**src/rtl/excl_hold_monitor_pkg.sv**
```systemverilog
// excl_mon_pkg: shared encodings and width helper for the exclusivity/hold monitor
package excl_mon_pkg;

    typedef enum logic [1:0] {
        NONE = 2'b00,
        EXCL = 2'b01,
        HOLD = 2'b10,
        BOTH = 2'b11
    } first_type_e;

    typedef enum logic {
        CLEAN   = 1'b0,
        FAULTED = 1'b1
    } state_e;

    function automatic int idx_w(input int n);
        return (n <= 2) ? 1 : $clog2(n);
    endfunction

endpackage

```
**src/rtl/excl_hold_monitor_if.sv**
```systemverilog
// excl_hold_monitor_if: monitored strobes, controls and debug outputs of the monitor
interface excl_hold_monitor_if #(
    parameter int N_CH  = 3,
    parameter int CNT_W = 8
);
    localparam int IW = excl_mon_pkg::idx_w(N_CH);

    logic            en;
    logic [N_CH-1:0] sig;
    logic            clr;
    logic            err_excl;
    logic            err_hold;
    logic            err_pulse;
    logic [1:0]      first_type;
    logic [IW-1:0]   first_ch;
    logic [CNT_W-1:0] viol_cnt;

    modport master (
        output en, sig, clr,
        input  err_excl, err_hold, err_pulse, first_type, first_ch, viol_cnt
    );

    modport slave (
        input  en, sig, clr,
        output err_excl, err_hold, err_pulse, first_type, first_ch, viol_cnt
    );

endinterface

```
**src/rtl/excl_hold_monitor_hold_timer.sv**
```systemverilog
// hold_timer: per-line saturating high-time counter, one hit per continuous assertion
module hold_timer #(
    parameter int MAX_HOLD = 16
) (
    input  logic clock,
    input  logic reset_n,
    input  logic en,
    input  logic sig,
    output logic hit
);
    localparam int CW = (MAX_HOLD > 0) ? $clog2(MAX_HOLD + 1) : 1;

    logic [CW-1:0] cnt;
    logic          flagged;

    assign hit = (MAX_HOLD > 0) && en && sig && !flagged && (cnt == CW'(MAX_HOLD));

    // Count consecutive enabled high cycles; a low line or disabled check restarts it
    always_ff @(posedge clock or negedge reset_n) begin
        if (!reset_n) begin
            cnt     <= '0;
            flagged <= 1'b0;
        end else if (!(en && sig)) begin
            cnt     <= '0;
            flagged <= 1'b0;
        end else begin
            cnt     <= (cnt == CW'(MAX_HOLD)) ? cnt : cnt + 1'b1;
            flagged <= flagged | hit;
        end
    end

endmodule

```
**src/rtl/excl_hold_monitor.sv**
```systemverilog
// excl_hold_monitor: sticky exclusivity / hold-timeout checker with first-fault capture
module excl_hold_monitor
    import excl_mon_pkg::*;
#(
    parameter int N_CH     = 3,
    parameter int MODE     = 0,
    parameter int MAX_HOLD = 16,
    parameter int CNT_W    = 8,
    parameter int FATAL_EN = 1
) (
    input logic                clock,
    input logic                reset_n,
    excl_hold_monitor_if.slave bus
);
    localparam int IW = idx_w(N_CH);
    localparam int PW = $clog2(N_CH + 1);

    logic [N_CH-1:0]  hits;
    logic [PW-1:0]    pc;
    logic [IW-1:0]    sig_ch;
    logic [IW-1:0]    hold_ch;
    logic [IW-1:0]    ev_ch;
    logic             ev_excl;
    logic             ev_hold;
    logic             ev;
    first_type_e      ev_type;
    logic [CNT_W:0]   sum;
    logic [CNT_W-1:0] cnt_nx;

    state_e           state;
    logic             err_excl;
    logic             err_hold;
    logic             err_pulse;
    first_type_e      first_type;
    logic [IW-1:0]    first_ch;
    logic [CNT_W-1:0] viol_cnt;

    genvar i;
    for (i = 0; i < N_CH; i++) begin : g_ht
        hold_timer #(.MAX_HOLD(MAX_HOLD)) u_ht (
            .clock   (clock),
            .reset_n (reset_n),
            .en      (bus.en),
            .sig     (bus.sig[i]),
            .hit     (hits[i])
        );
    end

    // Popcount plus lowest asserted line and lowest timed-out line
    always_comb begin
        pc      = '0;
        sig_ch  = '0;
        hold_ch = '0;
        for (int k = N_CH - 1; k >= 0; k--) begin
            pc = pc + PW'(bus.sig[k]);
            if (bus.sig[k]) sig_ch = IW'(k);
            if (hits[k]) hold_ch = IW'(k);
        end
    end

    assign ev_excl = bus.en && ((pc > PW'(1)) || (MODE == 1 && pc == '0));
    assign ev_hold = |hits;
    assign ev      = ev_excl | ev_hold;
    assign ev_ch   = ev_excl ? sig_ch : hold_ch;
    assign ev_type = first_type_e'({ev_hold, ev_excl});
    assign sum     = {1'b0, bus.clr ? {CNT_W{1'b0}} : viol_cnt} + (CNT_W+1)'(ev_excl) + (CNT_W+1)'(ev_hold);
    assign cnt_nx  = sum[CNT_W] ? {CNT_W{1'b1}} : sum[CNT_W-1:0];

    // Sticky flags, saturating count and first-fault capture; an event beats a same-cycle clr
    always_ff @(posedge clock or negedge reset_n) begin
        if (!reset_n) begin
            state      <= CLEAN;
            err_excl   <= 1'b0;
            err_hold   <= 1'b0;
            err_pulse  <= 1'b0;
            first_type <= NONE;
            first_ch   <= '0;
            viol_cnt   <= '0;
        end else begin
            err_excl  <= ev_excl | (err_excl & ~bus.clr);
            err_hold  <= ev_hold | (err_hold & ~bus.clr);
            err_pulse <= ev;
            viol_cnt  <= cnt_nx;
            if (ev && (state == CLEAN || bus.clr)) begin
                state      <= FAULTED;
                first_type <= ev_type;
                first_ch   <= ev_ch;
            end else if (bus.clr) begin
                state      <= CLEAN;
                first_type <= NONE;
                first_ch   <= '0;
            end
        end
    end

    assign bus.err_excl   = err_excl;
    assign bus.err_hold   = err_hold;
    assign bus.err_pulse  = err_pulse;
    assign bus.first_type = first_type;
    assign bus.first_ch   = first_ch;
    assign bus.viol_cnt   = viol_cnt;

`ifndef SYNTHESIS
`ifndef PRINTF_COND
`define PRINTF_COND 1
`endif
`ifndef STOP_COND
`define STOP_COND 1
`endif
    if (FATAL_EN != 0) begin : g_fatal
        // Halt simulation on the transition into the faulted state
        always @(posedge clock) begin
            if (reset_n && state == CLEAN && ev) begin
                if (`PRINTF_COND) $display("excl_hold_monitor %m: first violation type %0d ch %0d", ev_type, ev_ch);
                if (`STOP_COND) $fatal(1, "excl_hold_monitor %m: violation");
            end
        end
    end
`endif

endmodule

```
**src/flat_wrapper.sv**
```systemverilog
// flat-port wrapper written by rule: the top's interface ports become plain ports
module excl_hold_monitor_flat import excl_mon_pkg::*;
#(
    parameter int N_CH     = 3,
    parameter int MODE     = 0,
    parameter int MAX_HOLD = 16,
    parameter int CNT_W    = 8,
    parameter int FATAL_EN = 1
)
  (clock, reset_n, bus_en, bus_sig, bus_clr, bus_err_excl, bus_err_hold, bus_err_pulse, bus_first_type, bus_first_ch, bus_viol_cnt);
  excl_hold_monitor_if #(.N_CH(N_CH), .CNT_W(CNT_W)) bus_i ();
  input logic clock;
  input logic reset_n;
  input wire logic [$bits(bus_i.en)-1:0] bus_en;
  input wire logic [$bits(bus_i.sig)-1:0] bus_sig;
  input wire logic [$bits(bus_i.clr)-1:0] bus_clr;
  output wire logic [$bits(bus_i.err_excl)-1:0] bus_err_excl;
  output wire logic [$bits(bus_i.err_hold)-1:0] bus_err_hold;
  output wire logic [$bits(bus_i.err_pulse)-1:0] bus_err_pulse;
  output wire logic [$bits(bus_i.first_type)-1:0] bus_first_type;
  output wire logic [$bits(bus_i.first_ch)-1:0] bus_first_ch;
  output wire logic [$bits(bus_i.viol_cnt)-1:0] bus_viol_cnt;
  assign bus_i.en = bus_en;
  assign bus_i.sig = bus_sig;
  assign bus_i.clr = bus_clr;
  assign bus_err_excl = bus_i.err_excl;
  assign bus_err_hold = bus_i.err_hold;
  assign bus_err_pulse = bus_i.err_pulse;
  assign bus_first_type = bus_i.first_type;
  assign bus_first_ch = bus_i.first_ch;
  assign bus_viol_cnt = bus_i.viol_cnt;
  excl_hold_monitor #(.N_CH(N_CH), .MODE(MODE), .MAX_HOLD(MAX_HOLD), .CNT_W(CNT_W), .FATAL_EN(FATAL_EN)) u_core (.clock(clock), .reset_n(reset_n), .bus(bus_i));
endmodule
```
**config.mk**
```make
export PLATFORM = sky130hd
export DESIGN_NAME = excl_hold_monitor_flat
export DESIGN_NICKNAME = d
export VERILOG_FILES = /design/src/rtl/excl_hold_monitor_pkg.sv /design/src/rtl/excl_hold_monitor_if.sv /design/src/rtl/excl_hold_monitor_hold_timer.sv /design/src/rtl/excl_hold_monitor.sv /design/src/flat_wrapper.sv
export SDC_FILE = /design/constraint.sdc
export NUM_CORES = 1
export LEC_CHECK = 0
export ABC_AREA = 0
export CORE_MARGIN = 2
export CORE_UTILIZATION = 40
export CTS_CLUSTER_SIZE = 12
export DETAILED_ROUTE_END_ITERATION = 8
export GPL_ROUTABILITY_DRIVEN = 0
export PLACE_DENSITY = 0.63
export SETUP_SLACK_MARGIN = 0.3
export SYNTH_ARGS = -nofsm -noshare
export SYNTH_HDL_FRONTEND = slang
export SYNTH_SLANG_ARGS = --single-unit
```
**constraint.sdc**
```tcl
create_clock -name clock -period 4.7 [get_ports clock]
set_input_delay 1.41 -clock clock [delete_from_list [all_inputs] [get_ports clock]]
set_output_delay 1.41 -clock clock [all_outputs]
set_load 0.01 [all_outputs]
```
# After elaboration in Yosys (flattened, before gate mapping)
# Index checks and enable logic that the tools add are counted.
# classes
add_sub_neg	7
magnitude_cmp	1
eq_ne	6
muxes	23
bitwise	10
reduce_logical	17
# op_table
cell	count
$mux W5	6
$mux W2	10
$mux W8	2
$add A5 B1 Y5 const B	3
$eq A5 B5 Y1 const B	3
$logic_and A1 B1 Y1	11
$add A8 B1 Y9	1
$add A9 B1 Y9	1
$ne A2 B2 Y1 const B	3
$or A1 B1 Y1	6
$mux W1	5
$logic_not A1 Y1	3
$reduce_or A3 Y1	1
$add A1 B1 Y2	1
$add A2 B1 Y2	1
$and A1 B1 Y1	2
$gt A2 B1 Y1 const B	1
$not A1 Y1	2
$reduce_bool A2 Y1	1
$logic_or A1 B1 Y1	1
# totals
regBits	34
in_bits	7
out_inout_bits	15
elab_cells	77

# Depth between registers and ports, before layout
# depth
word_depth	8
ltp_mapped	13
mapped_depth_nobuf	12

# Hierarchy
# Synthesis repeated with hierarchy kept, for this count alone.
# hier_totals
cells_unflattened	178
hier_area_um2	1869.3
# by_module_without_submodules
mod	n_inst	cells_per_inst	area_each_um2	seq_area_each_um2
hold_timer	3	34	354.1	150.1
excl_hold_monitor	1	76	807.0	400.4

# Worst setup path after synthesis
# OpenSTA, ideal clock, no wires.
# synth_path
kind	in2reg
startpoint	input bus_sig[0]
endpoint	register u_core.viol_cnt[2], in the netlist u_core.bus.viol_cnt[2]
setup_time_ns	0.136
arrival_time_ns	3.213
required_ns	4.564
setup_slack_ns	1.351
stages	9
path_buffers	0
path_cell_list	ha_1 a21o_1 nand2_1 inv_1 fa_1 and4_1 and3_1 nand4b_1 o21ai_0
# synth_via
elab_chain_len	6
elab_cells_between_ends	10
cone_classes	add/sub: 3; order compare: 1; mux: 1; reduce/logical: 5
# synth_rtl
element	line	source
start, declared	flat_wrapper.sv:15	input wire logic [$bits(bus_i.sig)-1:0] bus_sig;
$add A2 B1 Y2 / $logic_and A1 B1 Y1 (equally long branches)	excl_hold_monitor.sv:55, excl_hold_monitor_hold_timer.sv:16	
$gt A2 B1 Y1 / $logic_and A1 B1 Y1 (equally long branches)	excl_hold_monitor.sv:61, excl_hold_monitor_hold_timer.sv:16	
$logic_and A1 B1 Y1 (on tied branches)	excl_hold_monitor.sv:61, excl_hold_monitor_hold_timer.sv:16	
$add A8 B1 Y9 / $reduce_or A3 Y1 (equally long branches)	excl_hold_monitor.sv:66, excl_hold_monitor.sv:62	
$add A9 B1 Y9 (*)	excl_hold_monitor.sv:66	assign sum = {1'b0, bus.clr ? {CNT_W{1'b0}} : viol_cnt} + (CNT_W+1)'(ev_excl) + (CNT_W+1)'(ev_hold);
$mux W8 (*)	excl_hold_monitor.sv:67	assign cnt_nx = sum[CNT_W] ? {CNT_W{1'b1}} : sum[CNT_W-1:0];
named net u_core.cnt_nx[2]	excl_hold_monitor.sv:28	logic [CNT_W-1:0] cnt_nx;
end signal, assigned	excl_hold_monitor.sv:83	viol_cnt <= cnt_nx;
end, declared	excl_hold_monitor.sv:36	logic [CNT_W-1:0] viol_cnt;
# The timed path passes the listed nets; every way through them passes the cells marked *.
# A chain may end at the register's enable or synchronous reset.

# Final worst setup path
# layout_path
startpoint	input bus_en
endpoint	register u_core.viol_cnt[2], in the netlist u_core.bus.viol_cnt[2]
# layout_via
elab_chain_len	6
elab_cells_between_ends	14
cone_classes	add/sub: 2; mux: 1; reduce/logical: 11
# layout_rtl
element	line	source
start, declared	flat_wrapper.sv:14	input wire logic [$bits(bus_i.en)-1:0] bus_en;
parallel branches: the longest is 4 deep, another holds $add A8 B1 Y9	-	
$add A9 B1 Y9 (*)	excl_hold_monitor.sv:66	
$mux W8 (*)	excl_hold_monitor.sv:67	
named net u_core.cnt_nx[2]	excl_hold_monitor.sv:28	
# Mark *: on every way through the listed nets, which the timed path passes.

==> impl_metrics.toml <==
[status]
status = "finished, final reports clean"

[yosys]
synth_cell_types = 36
ys.flop_type = "dfrtp_1"
async_flop_share_pct = 100
synth_edf_count = 0
netlist_area_um2 = 1670
synth-seq-cells = 34
syn_area_per_cell_um2 = 10.5
yosysTopAreaCellShare_pct = 50.8
yosysWarnings = 0
synth.yosys.seq_area_share_pct = 50.8
syn-instance-count = 160
synth.area.top_cells = "dfrtp_1, ha_1, xor2_1"
syn-num-nets = 175
synth_top_cell_by_area = "dfrtp_1"

[route]
wl_mm = 2.98
drt_iter0_markers = 79
wl_per_cell_um = 12.4
avgViaCountPerCell = 5.08
final_antenna_net_count = 0
dr.pass1.iters = 4
vias = 1220
drc_errors = 0

[timing]
rsz0062_at_grt = "false"
relSlewSlack_pct = 52.3
skew_ns = 0.00419
setup_tns_ns = 0
drv_slew = 0
worst_pin_slew_ns = 0.714
setup_violations = 0
hold_violations = 0
period_needed_ns = 4.01
clock.fmax_mhz = 250
post-route-period-util_pct = 85.2

[cts]
cts_tree = "done"
cts.sinks = 34
cts_buffers = 5
hold_buffers = 0
clkTransAtPathRegs_ns = 0.07
insertion_delay_ns = 0.28
root_buffer = "clkbuf_8"
htreeDepth = 2
clockBufferDepth = 2

[die]
die_y_um = 68.7
die_w_um = 68.7
io_pins = 22
start_util_pct = 41.9
dieArea_um2 = 4720
rows = 23
core-area_um2 = 4000

[worst_setup_path]
worst-path-max-fanout = 7
path_common_cell = "nand4b_1"
cp-end-kind = "register"
cpPeakStageDelay_ns = 0.64
path_cells = "clkdlybuf4s50_1, nand4b_1, nor4b_2, nor3_4, inv_1, fa_1, and4_1, and3_1, nand4b_1, o21ai_0"
start_kind = "input pin"
crit_slowest_cell = "clkdlybuf4s50_1"
crit_arrival_ns = 4.19
critical_path_class = "input pin to register"
cp.required_ns = 4.89

[global_route]
grt_pass1_vias = 1154
grt_max_degree = 35
grt_pass1_wl_mm = 5.18
grt_use_total_pct = 15.0
grt_overflow_total = 0
antenna_found_initial = 0

[power]
power_uw = 618
internal_power_uw = 478
swShare_pct = 22.7
powerDensity_nw_per_um2 = 298
p_leak_nw = 0.924
clkPwrFrac_pct = 40.4
seq_power_share_pct = 50.1
peakVddDrop_mv = 0.178
pwr-share-comb_pct = 9.5
switchingPower_uw = 140

[placed_design]
portBuffers = 21
dpl.hpwl_mm = 2.13
dpl_cell_area_um2 = 1960

[job]
maxCapViolations = 0

[cells_and_area]
num_antenna_cells = 0
final_nets = 204
stdcell_area_um2 = 2070
drive_gt1_share_pct = 8.95
area_growth_pct = 23.9

[min_path]
hp-class = "register to register"
## cell usage in the layout, fill, tap and decap left out, drive strengths merged, types with 2 or more instances in the layout
| cell type | netlist | final |
|---|---|---|
| nor3b | 3 | 3 |
| nor3 | 7 | 7 |
| nand3 | 10 | 10 |
| xor2 | 9 | 9 |
| clkdlybuf4s50 | 0 | 21 |
| nand4b | 2 | 2 |
| mux2i | 2 | 2 |
| inv | 12 | 12 |
| ha | 7 | 7 |
| o21ai | 12 | 12 |
| nand2b | 2 | 2 |
| buf | 1 | 3 |
| xnor2 | 7 | 7 |
| dfrtp | 34 | 34 |
| a21oi | 3 | 3 |
| nor2 | 19 | 19 |
| clkbuf | 1 | 8 |
| nand2 | 9 | 9 |
| nor2b | 5 | 5 |
| a21o | 2 | 2 |
## cell usage after synthesis, types with 2 or more instances
cell,n
nor3b_1,2
nor2_1,19
xor2_1,9
nor3_1,6
ha_1,7
o21ai_1,6
o21ai_0,6
a21oi_1,3
nand2_1,8
nand3_1,10
xnor2_1,7
mux2i_1,2
dfrtp_1,34
nor2b_1,5
nand4b_1,2
inv_1,12
a21o_1,2
nand2b_1,2
## power groups by stage
stage	clock network, mW	registers, mW	logic, mW
floorplan	0	0.316	0.0251
global placement	0	0.314	0.0585
detailed placement	0	0.315	0.0595
CTS	0.256	0.309	0.0601
global route	0.270	0.310	0.0670
finish	0.249	0.309	0.0586
## final timing paths
| path | slack [ns] | cells past startpoint | to | from |
|---|---|---|---|---|
| setup / recovery | 0.69 | 10 | u_core.bus.viol_cnt[2] | bus_en |
| min in group asynchronous | 1.52 | 2 | u_core.g_ht[2].u_ht.cnt[1] | reset_n |
| setup reg to reg | 1.72 | 12 | u_core.bus.viol_cnt[2] | u_core.g_ht[1].u_ht.cnt[0] |
| hold reg to reg | 0.51 | 2 | u_core.g_ht[1].u_ht.flagged | u_core.g_ht[1].u_ht.flagged |
| hold / removal | 0.51 | 2 | u_core.g_ht[1].u_ht.flagged | u_core.g_ht[1].u_ht.flagged |
| max in group asynchronous | 2.86 | 2 | u_core.bus.first_ch[0] | reset_n |
## cell families (layout without fill, tap and decap cells)
family	after synthesis	in the layout	share of synthesized area, %
AND/OR/NAND/NOR	64	64	21.5
flip-flops	34	34	50.8
AO/OA/AOI/OAI	22	22	8.30
XOR/XNOR	16	16	8.37
buffers and inverters	14	44	3.36
adder cells (fa/ha/maj)	8	8	6.43
multiplexers	2	2	1.20
## critical path: cells and delay by family
family	cells	cell delay, ns
compound gates	1	0.17
buf+inv	2	0.75
simple gates	6	1.62
fa+ha+maj	1	0.25
## stage by stage
step	setup WS, ns	cells	hold WS, ns	util, %
finish	0.693	240	0.509	51.9
global route	0.353	240	0.540	51.9
CTS	0.636	240	0.513	51.7
detailed placement	0.347	232	0.499	49.0
global placement	0.431	232	0.486	49.0
floorplan	1.35	160	0.467	-
## layer usage
| metal | wire (µm) | GRT usage (%) | vias up |
|---|---|---|---|
| met4 | 16 | 6.62 | 0 |
| met3 | 115 | 3.90 | 2 |
| met5 | 0 | 0 | - |
| met1 | 1400 | 18.8 | 589 |
| li1 | - | - | 602 |
| met2 | 1450 | 24.2 | 27 |
## sequential cells by signal, indices dropped and copies added (netlist names)
| name | count |
|---|---|
| u_core.bus.err_excl | 1 |
| u_core.g_ht.u_ht.cnt | 15 |
| u_core.bus.err_hold | 1 |
| u_core.bus.err_pulse | 1 |
| u_core.g_ht.u_ht.flagged | 3 |
| u_core.bus.viol_cnt | 8 |
| u_core.state | 1 |
| u_core.bus.first_type | 2 |
| u_core.bus.first_ch | 2 |
## cell type report
cell class,count,area (µm²)
Inverter,12,45.0
Tap cell,50,62.6
Timing Repair Buffer,24,233
Fill cell,358,1930
Clock buffer,8,110
Multi-Input combinational cell,112,773
Sequential cell,34,851
## repair_timing
action                                  4_1_cts  5_1_grt
endpoints found under the setup margin        0        2
setup buffers                                 0        0
resized for setup                             0        1
Note: power is estimated with default switching activity, not from simulation.
